## src/rtl/jtag_ir_dr_if.sv

```systemverilog
// TAP-side signal bundle for jtag_ir_dr: serial data plus the TAP controller's
// per-state strobes, and the TDO driver outputs returned to the pad.
interface jtag_ir_dr_if;
  logic tdi;
  logic tap_reset;
  logic capture_ir;
  logic shift_ir;
  logic update_ir;
  logic capture_dr;
  logic shift_dr;
  logic update_dr;
  logic tdo;
  logic tdo_en;

  modport master (
    output tdi, tap_reset, capture_ir, shift_ir, update_ir,
           capture_dr, shift_dr, update_dr,
    input  tdo, tdo_en
  );

  modport slave (
    input  tdi, tap_reset, capture_ir, shift_ir, update_ir,
           capture_dr, shift_dr, update_dr,
    output tdo, tdo_en
  );
endinterface

```

## src/rtl/jtag_ir_dr.sv

```systemverilog
// JTAG instruction register, BYPASS/IDCODE/USER data chains and negedge TDO driver.
// Define JTAG_IDCODE_EN to include the IDCODE instruction and its 32-bit chain.
module jtag_ir_dr #(
  parameter int          IR_WIDTH   = 4,
  parameter logic [31:0] IDCODE_VAL = 32'h1000_0001,
  parameter int          USER_WIDTH = 8
) (
  input  logic                  tck,
  input  logic                  reset_n,
  jtag_ir_dr_if.slave           tap,
  input  logic [USER_WIDTH-1:0] user_in,
  output logic [USER_WIDTH-1:0] user_out,
  output logic                  user_update,
  output logic [IR_WIDTH-1:0]   ir_out
);

  localparam logic [IR_WIDTH-1:0] OP_BYPASS = '1;
  localparam logic [IR_WIDTH-1:0] OP_USER   = IR_WIDTH'(2);
  localparam logic [IR_WIDTH-1:0] IR_CAPT   = IR_WIDTH'(1);
`ifdef JTAG_IDCODE_EN
  localparam logic [IR_WIDTH-1:0] OP_IDCODE = IR_WIDTH'(1);
  localparam logic [IR_WIDTH-1:0] RST_IR    = OP_IDCODE;
`else
  localparam logic [IR_WIDTH-1:0] RST_IR    = OP_BYPASS;
`endif

  logic [IR_WIDTH-1:0]   ir_shift;
  logic                  bypass;
  logic [USER_WIDTH-1:0] user_shift;
  logic [USER_WIDTH-1:0] user_nxt;
  logic                  sel_user;
  logic                  sel_byp;
  logic                  dr0;

  assign sel_user = (ir_out == OP_USER);

  // IR: capture > shift > update; tap_reset overrides any pending update.
  always_ff @(posedge tck or negedge reset_n) begin
    if (!reset_n) begin
      ir_shift <= '0;
      ir_out   <= RST_IR;
    end else begin
      if (tap.capture_ir)
        ir_shift <= IR_CAPT;
      else if (tap.shift_ir)
        ir_shift <= {tap.tdi, ir_shift[IR_WIDTH-1:1]};

      if (tap.tap_reset)
        ir_out <= RST_IR;
      else if (tap.update_ir && !tap.capture_ir && !tap.shift_ir)
        ir_out <= ir_shift;
    end
  end

`ifdef JTAG_IDCODE_EN
  logic        sel_id;
  logic [31:0] id_shift;

  assign sel_id  = (ir_out == OP_IDCODE);
  assign sel_byp = !sel_user && !sel_id;
  assign dr0     = sel_user ? user_shift[0] : (sel_id ? id_shift[0] : bypass);

  always_ff @(posedge tck or negedge reset_n) begin
    if (!reset_n)
      id_shift <= '0;
    else if (sel_id) begin
      if (tap.capture_dr)
        id_shift <= IDCODE_VAL;
      else if (tap.shift_dr)
        id_shift <= {tap.tdi, id_shift[31:1]};
    end
  end
`else
  assign sel_byp = !sel_user;
  assign dr0     = sel_user ? user_shift[0] : bypass;
`endif

  always_ff @(posedge tck or negedge reset_n) begin
    if (!reset_n)
      bypass <= 1'b0;
    else if (sel_byp) begin
      if (tap.capture_dr)
        bypass <= 1'b0;
      else if (tap.shift_dr)
        bypass <= tap.tdi;
    end
  end

  generate
    if (USER_WIDTH == 1) begin : g_user_w1
      assign user_nxt = tap.tdi;
    end else begin : g_user_wn
      assign user_nxt = {tap.tdi, user_shift[USER_WIDTH-1:1]};
    end
  endgenerate

  always_ff @(posedge tck or negedge reset_n) begin
    if (!reset_n) begin
      user_shift  <= '0;
      user_out    <= '0;
      user_update <= 1'b0;
    end else begin
      user_update <= 1'b0;
      if (sel_user) begin
        if (tap.capture_dr)
          user_shift <= user_in;
        else if (tap.shift_dr)
          user_shift <= user_nxt;
        else if (tap.update_dr) begin
          user_out    <= user_shift;
          user_update <= 1'b1;
        end
      end
    end
  end

  // Falling-edge launch gives the external sampler a half-cycle of hold margin.
  always_ff @(negedge tck or negedge reset_n) begin
    if (!reset_n) begin
      tap.tdo    <= 1'b0;
      tap.tdo_en <= 1'b0;
    end else begin
      if (tap.shift_ir)
        tap.tdo <= ir_shift[0];
      else if (tap.shift_dr)
        tap.tdo <= dr0;
      tap.tdo_en <= tap.shift_ir | tap.shift_dr;
    end
  end

endmodule

```

## src/flat_wrapper.sv

```systemverilog
// flat-port wrapper written by rule: the top's interface ports become plain ports
module jtag_ir_dr_flat 
#(
  parameter int          IR_WIDTH   = 4,
  parameter logic [31:0] IDCODE_VAL = 32'h1000_0001,
  parameter int          USER_WIDTH = 8
)
  (tck, reset_n, user_in, user_out, user_update, ir_out, tap_tdi, tap_tap_reset, tap_capture_ir, tap_shift_ir, tap_update_ir, tap_capture_dr, tap_shift_dr, tap_update_dr, tap_tdo, tap_tdo_en);
  jtag_ir_dr_if tap_i ();
  input  logic tck;
  input  logic reset_n;
  input  logic [USER_WIDTH-1:0] user_in;
  output logic [USER_WIDTH-1:0] user_out;
  output logic user_update;
  output logic [IR_WIDTH-1:0] ir_out;
  input wire logic [$bits(tap_i.tdi)-1:0] tap_tdi;
  input wire logic [$bits(tap_i.tap_reset)-1:0] tap_tap_reset;
  input wire logic [$bits(tap_i.capture_ir)-1:0] tap_capture_ir;
  input wire logic [$bits(tap_i.shift_ir)-1:0] tap_shift_ir;
  input wire logic [$bits(tap_i.update_ir)-1:0] tap_update_ir;
  input wire logic [$bits(tap_i.capture_dr)-1:0] tap_capture_dr;
  input wire logic [$bits(tap_i.shift_dr)-1:0] tap_shift_dr;
  input wire logic [$bits(tap_i.update_dr)-1:0] tap_update_dr;
  output wire logic [$bits(tap_i.tdo)-1:0] tap_tdo;
  output wire logic [$bits(tap_i.tdo_en)-1:0] tap_tdo_en;
  assign tap_i.tdi = tap_tdi;
  assign tap_i.tap_reset = tap_tap_reset;
  assign tap_i.capture_ir = tap_capture_ir;
  assign tap_i.shift_ir = tap_shift_ir;
  assign tap_i.update_ir = tap_update_ir;
  assign tap_i.capture_dr = tap_capture_dr;
  assign tap_i.shift_dr = tap_shift_dr;
  assign tap_i.update_dr = tap_update_dr;
  assign tap_tdo = tap_i.tdo;
  assign tap_tdo_en = tap_i.tdo_en;
  jtag_ir_dr #(.IR_WIDTH(IR_WIDTH), .IDCODE_VAL(IDCODE_VAL), .USER_WIDTH(USER_WIDTH)) u_core (.tck(tck), .reset_n(reset_n), .tap(tap_i), .user_in(user_in), .user_out(user_out), .user_update(user_update), .ir_out(ir_out));
endmodule
```

## config.mk

```make
export PLATFORM = sky130hd
export DESIGN_NAME = jtag_ir_dr_flat
export DESIGN_NICKNAME = d
export VERILOG_FILES = /design/src/rtl/jtag_ir_dr_if.sv /design/src/rtl/jtag_ir_dr.sv /design/src/flat_wrapper.sv
export SDC_FILE = /design/constraint.sdc
export NUM_CORES = 1
export LEC_CHECK = 0
export ABC_AREA = 1
export CAP_MARGIN = 20
export CORE_ASPECT_RATIO = 1.75
export CORE_MARGIN = 1.5
export CORE_UTILIZATION = 51
export DETAILED_ROUTE_END_ITERATION = 6
export PLACE_DENSITY = 0.95
export SYNTH_ARGS = -nofsm -noshare
export SYNTH_HDL_FRONTEND = slang
export SYNTH_SLANG_ARGS = --single-unit
```

## constraint.sdc

```tcl
create_clock -name tck -period 2.94 [get_ports tck]
set_clock_uncertainty 0.15 [all_clocks]
set_input_delay 0.882 -clock tck [delete_from_list [all_inputs] [get_ports tck]]
set_output_delay 0.882 -clock tck [all_outputs]
set_load 0.005 [all_outputs]
```

==> flow_metrics.tcl, run 1 <==
set metrics [dict create \
    fin_cells 224 \
    cp-start-kind "register" \
    avgViaCountPerCell 5.08 \
    cp_data_arrival_time_ns 2.29 \
    dp.cells 219 \
    worst-path-buf-inv 1 \
    whs_ns 0.327 \
    critPathCaptureType "output port" \
    setup_viol 2 \
    yosys-top-cells-area "dfrtp_1 42%, nand2_1 22%, dfstp_2 8.0%" \
    io_pins 33 \
    cts_hold_buf 0 \
    final_area_mm2 0.00174 \
    clkLatencyLatePin_ns 0.27 \
    gp_congestion 0.808 \
    num_rows 24 \
    nNetsFinal 217 \
    p_clk_share_pct 37.0 \
    yosysSeqAreaShare_pct 53.7 \
    maxSlewViolCount 0 \
    hold_violations 0 \
    netlist_area_mm2 0.00131 \
    core_mm2 0.00246 \
    synth_warnings 0 \
    ant_nets 0 \
    path_max_fanout 2 \
    track_usage_pct 22.6 \
    fin_setup_tns_ns -0.724 \
    drtIter0Drc 24 \
    start_util_pct 53.4 \
    hpwl_mm 2.18 \
    p_int_uw 629 \
    required_ns 1.91 \
    clk_pin_slew_worst_paths_ns 0.09 \
    cp_slowest_cell "dfrtn_1" \
    ys_ff_latch 28 \
    cpLargestDelayFamily "flip-flops" \
    vias 1137 \
    dieArea_mm2 0.00290 \
    drv_cap 0 \
    grt.overflow.total 0 \
    drt_wl_total_mm 2.83 \
    netSwitchingFraction_pct 21.6 \
    numCtsBuffers 3 \
    synth_nets 176 \
    die_y_um 70.1 \
    worstMarginPinSlew_ns 0.496 \
    final_cell_mix "78 x nand2_1, 28 x clkdlybuf4s50_1, 22 x dfrtp_1, 14 x inv_1, 12 x nand3_1" \
    crit_chain "buf_2" \
    tritoncts "yes" \
    synth_cell_types 20 \
    place_area_mm2 0.00169 \
    p_comb_share_pct 11.5 \
    dieWidth_um 41.4 \
    setup_ws_ns -0.385 \
    violations "negative setup slack" \
    netlist.area_leader.share_pct 41.9 \
    hp-class "reg2reg" \
    clock-sinks 28 \
    antenna_found_initial 0 \
    p_leak_uw 0.000965 \
    drc 0 \
    netlist_instances 158 \
    seq_power_share_pct 51.5 \
    io_buffers 32 \
    clockRootBuffer "clkbuf_8" \
    first_global_vias 1164 \
    critPathMaxStageDelay_ns 0.42 \
    grt_start_max_net_pins 19 \
    layout-drive-gt1-share_pct 14.1 \
    vdd_drop_max_mv 0.252 \
    p_switching_uw 173 \
    layout_commonest_cell "nand2_1" \
    antennaDiodeCount 0 \
    critPathKind "reg2out" \
    rsz0062_at_grt "true" \
    outcome "finished, violations left" \
    slew_headroom_pct 66.8 \
    htree_levels 1 \
    grt_pass1_wl_mm 4.63 \
    clockBufferDepth 2 \
    syn_to_final_growth_pct 32.8 \
    drt_first_pass_iters 4 \
    pwr_density_cell_mw_per_mm2 460 \
    wl_per_cell_um 12.6 \
    synth.avg_cell_area_um2 8.31 \
    yosys.area.top_type "dfrtp_1" \
    dpl_worst_slack_ns -0.669 \
]
[sequential cells by signal, indices dropped and copies added, names as in the netlist]
signal and cells:
u_core.bypass 1, u_core.ir_out 4, u_core.ir_shift 4, u_core.tap.tdo 1
u_core.tap.tdo_en 1, u_core.user_out 8, u_core.user_shift 8, u_core.user_update 1
[final cells by class]
cell class | instances | area, um2
Fill cell | 168 | 718
Sequential cell | 28 | 706
Multi-Input combinational cell | 111 | 527
Timing Repair Buffer | 37 | 338
Inverter | 18 | 70.1
Clock buffer | 3 | 41.3
Tap cell | 26 | 32.5
Clock inverter | 1 | 30.0
[final timing paths]
| path | from | endpoint | slack [ns] | cells past startpoint |
|---|---|---|---|---|
| max | u_core.tap.tdo$_DFFE_NN0P_ | tap_tdo | -0.38 | 1 |
| min | u_core.user_out[5]$_DFFE_PN0P_ | u_core.user_out[5]$_DFFE_PN0P_ | 0.33 | 2 |
| max in group asynchronous | reset_n | u_core.tap.tdo_en$_DFF_NN0_ | 0.42 | 1 |
| min in group asynchronous | reset_n | u_core.ir_shift[0]$_DFFE_PN0P_ | 0.90 | 2 |
| min reg2reg | u_core.user_out[5]$_DFFE_PN0P_ | u_core.user_out[5]$_DFFE_PN0P_ | 0.33 | 2 |
| max reg2reg | u_core.ir_out[1]$_DFFE_PN1P_ | u_core.tap.tdo$_DFFE_NN0P_ | 0.16 | 5 |
[cell usage after synthesis]
cell type and instances:
a22oi_1 1, buf_6 1, dfrtn_1 2, dfrtp_1 22, dfstp_2 4, inv_1 14
inv_2 3, inv_4 1, nand2_1 78, nand2_2 2, nand2_4 1, nand3_1 12
nor2_1 4, nor2_4 1, nor2_8 3, o211ai_1 2, o21ai_0 3, o21ai_1 1
o22a_1 1, o22ai_1 2
[metal layers]
| metal | part of all wire [%] | up-vias | global-route usage (%) |
|---|---|---|---|
| li1 | - | 569 | - |
| met1 | 39 | 526 | 25.4 |
| met2 | 56 | 38 | 38.9 |
| met3 | 3.7 | 4 | 3.81 |
| met4 | 1.0 | 0 | 8.60 |
| met5 | 0 | - | 0 |
[what timing repair did]
action,in CTS,in global routing
pin swaps,1,1
endpoints found under the setup margin,4,3
endpoints found under the hold margin,0,0
buffers inserted,1,0
resized for setup,14,1
[logic make-up (layout without fill, tap and decap cells)]
logic type | after synthesis | count (layout) | share of synthesized area (%)
simple gates | 101 | 101 | 35.2
flops | 28 | 28 | 53.7
buf+inv | 19 | 59 | 6.19
compound gates | 10 | 10 | 4.86
[through the flow]
stage                     util (%)  power (uW)
after global routing          70.8         836
after CTS                     71.0         807
after floorplan                  -         458
after global placement        68.4         508
final                         70.8         802
after detailed placement      68.4         513
[power groups by stage]
stage | Combinational, uW | Sequential, uW | Clock, uW
2_1_floorplan | 40.9 | 417 | 0
3_5_place_dp | 93.2 | 420 | 0
6_report | 91.9 | 413 | 297
3_3_place_gp | 89.5 | 419 | 0
5_1_grt | 102 | 414 | 319
4_1_cts | 93.1 | 413 | 301
[worst register-to-register path: stages, from the launching register on]
cell and delay (ns):
dfstp_2 0.58, inv_2 0.03, nor2_1 0.13, nand3_1 0.11, nand3_1 0.11, nand2_1 0.06
Note: power is estimated with default switching activity, not from simulation.
==> run 2: changes to the inputs <==
==> constraint.sdc (replaced) <==
create_clock -name tck -period 4.2 [get_ports tck]
set_clock_uncertainty 0.15 [all_clocks]
set_input_delay 1.26 -clock tck [delete_from_list [all_inputs] [get_ports tck]]
set_output_delay 1.26 -clock tck [all_outputs]
set_load 0.005 [all_outputs]
==> run 2 against run 1 <==
  * The run still ends with negative setup slack left
  * Cell count unchanged
  * Die area did not move
  * Count of clock-buffer cells in the layout up 1
  * Worst hold slack improved by 0.0049 ns
  * First-iteration DRC count up 96%
  * Global-route usage is 0.11 points lower
  * Critical path depth is the same
  * Utilization shrank 0.61 points
  * Sequential power down 30%
  * Design area is 0.86% lower
  * Worst setup slack better by 0.26 ns
  * Sequential share of layout area grew 0.35 points
  * Critical endpoint unchanged
==> flow_metrics.tcl, run 2 (same netlist as run 1, synthesis figures left out) <==
set metrics [dict create \
    worst-path-buf-inv 1 \
    dieWidth_um 41.4 \
    fin_util_pct 70.2 \
    cp-start-kind "register" \
    ant_nets 0 \
    layout_commonest_cell "nand2_1" \
    final_area_mm2 0.00173 \
    fillCellCount 191 \
    track_usage_pct 22.5 \
    outcome "finished, violations left" \
    antenna_found_initial 0 \
    drt_wl_total_mm 2.65 \
    syn_to_final_growth_pct 31.6 \
    clockBufferDepth 2 \
    whs_ns 0.332 \
    avgViaCountPerCell 5.08 \
    critPathCaptureType "output port" \
    antennaDiodeCount 0 \
    slew_headroom_pct 68.1 \
    grt_start_max_net_pins 19 \
    wl_per_cell_um 11.8 \
    io_pins 33 \
    rsz0062_at_grt "true" \
    numCtsBuffers 3 \
    dieArea_mm2 0.00290 \
    drt_first_pass_iters 4 \
    cp_slowest_cell "dfrtn_1" \
    critPathKind "reg2out" \
    nNetsFinal 217 \
    drv_cap 0 \
    htree_levels 1 \
    cts_hold_buf 0 \
    fin_cells 224 \
    start_util_pct 53.4 \
    grt.overflow.total 0 \
    maxSlewViolCount 0 \
    p_leak_uw 0.000962 \
    layout-drive-gt1-share_pct 12.6 \
    clkLatencyLatePin_ns 0.27 \
    violations "negative setup slack" \
    path_max_fanout 2 \
    seq_area_um2 706 \
    critPathMaxStageDelay_ns 0.42 \
    grt_pass1_wl_mm 4.56 \
    gp_congestion 0.814 \
    top_regs "u_core.user_out: 8 flops, u_core.user_shift: 8 flops" \
    setup_viol 2 \
    hp-class "reg2reg" \
    hold_violations 0 \
    tritoncts "yes" \
    io_buffers 32 \
    worstMarginPinSlew_ns 0.477 \
    clock-sinks 28 \
    clockRootBuffer "clkbuf_8" \
    hpwl_mm 2.13 \
    first_global_vias 1075 \
    final_cell_mix "78 x nand2_1, 28 x clkdlybuf4s50_1, 22 x dfrtp_1, 14 x inv_1, 12 x nand3_1" \
    pwr_density_cell_mw_per_mm2 287 \
    setup_ws_ns -0.129 \
    place_area_mm2 0.00169 \
    vias 1139 \
    required_ns 2.79 \
    num_rows 24 \
    drc 0 \
    drtIter0Drc 47 \
    crit_chain "buf_2" \
    clk_pin_slew_worst_paths_ns 0.08 \
    die_y_um 70.1 \
    vdd_drop_max_mv 0.232 \
    cp_data_arrival_time_ns 2.92 \
    multi_input_area_um2 527 \
    cpLargestDelayFamily "flip-flops" \
    core_mm2 0.00246 \
    dp.cells 219 \
]
run 2: cell types whose count changed in the layout (fill, tap and decap cells not counted):
cell / delta
buf_2: -1
bufinv_16: -1
clkbuf_1: +1
clkbuf_2: -1
dlygate4sd2_1: +1
dlymetal6s2s_1: +1
run 2: worst min-delay path, stage by stage (launching register included):
cell and delay (ns):
dfrtp_1 0.36, nand2_1 0.05, nand2_1 0.04
run 2: stage by stage:
stage	TNS [ns]	setup slack, ns	power (uW)
finish	-0.197	-0.129	496
global route	-0.270	-0.149	522
CTS	-0.213	-0.131	501
detailed placement	-1.08	-0.366	359
global placement	-0.984	-0.321	356
floorplan	0	0.294	321
run 2: path summary, 6_finish.rpt:
path / start / slack [ns] / cells after the start / to
min: u_core.user_out[0]$_DFFE_PN0P_ / 0.33 / 2 / u_core.user_out[0]$_DFFE_PN0P_
max in group asynchronous: reset_n / 0.67 / 1 / u_core.tap.tdo_en$_DFF_NN0_
max: u_core.tap.tdo$_DFFE_NN0P_ / -0.13 / 1 / tap_tdo
min in group asynchronous: reset_n / 1.28 / 2 / u_core.ir_shift[3]$_DFFE_PN0P_
min reg2reg: u_core.user_out[0]$_DFFE_PN0P_ / 0.33 / 2 / u_core.user_out[0]$_DFFE_PN0P_
max reg2reg: u_core.ir_out[1]$_DFFE_PN1P_ / 0.85 / 5 / u_core.tap.tdo$_DFFE_NN0P_
run 2: area by class of cell:
type / instances / share of cell area (%)
inverter: 18 / 4.05
clock buffer: 4 / 2.60
sequential: 28 / 40.8
timing repair buffer: 37 / 20.2
multi-input combinational: 111 / 30.5
tap: 26 / 1.88
run 2: what timing repair did:
item | in CTS | in global routing
endpoints found under the hold margin | 0 | 0
endpoints found under the setup margin | 4 | 3
gates resized for setup | 9 | 1
setup buffers | 1 | 0
run 2: power by group:
part	total, uW	switching [uW]	internal (uW)
clock	143	75.1	67.8
combinational	64.4	32.2	32.2
sequential	289	7.89	281
total	496	115	381
run 2: routing by layer:
metal  share of wire (%)  wire [um]  global-route usage, %  vias to the layer above
li1                    -          -                      -                      571
met1                  39       1030                   26.9                      520
met2                  55       1460                   36.1                       42
met4                 2.1         56                   11.1                        0
met5                   0          0                      0                        -
met3                 4.0        105                   3.81                        6
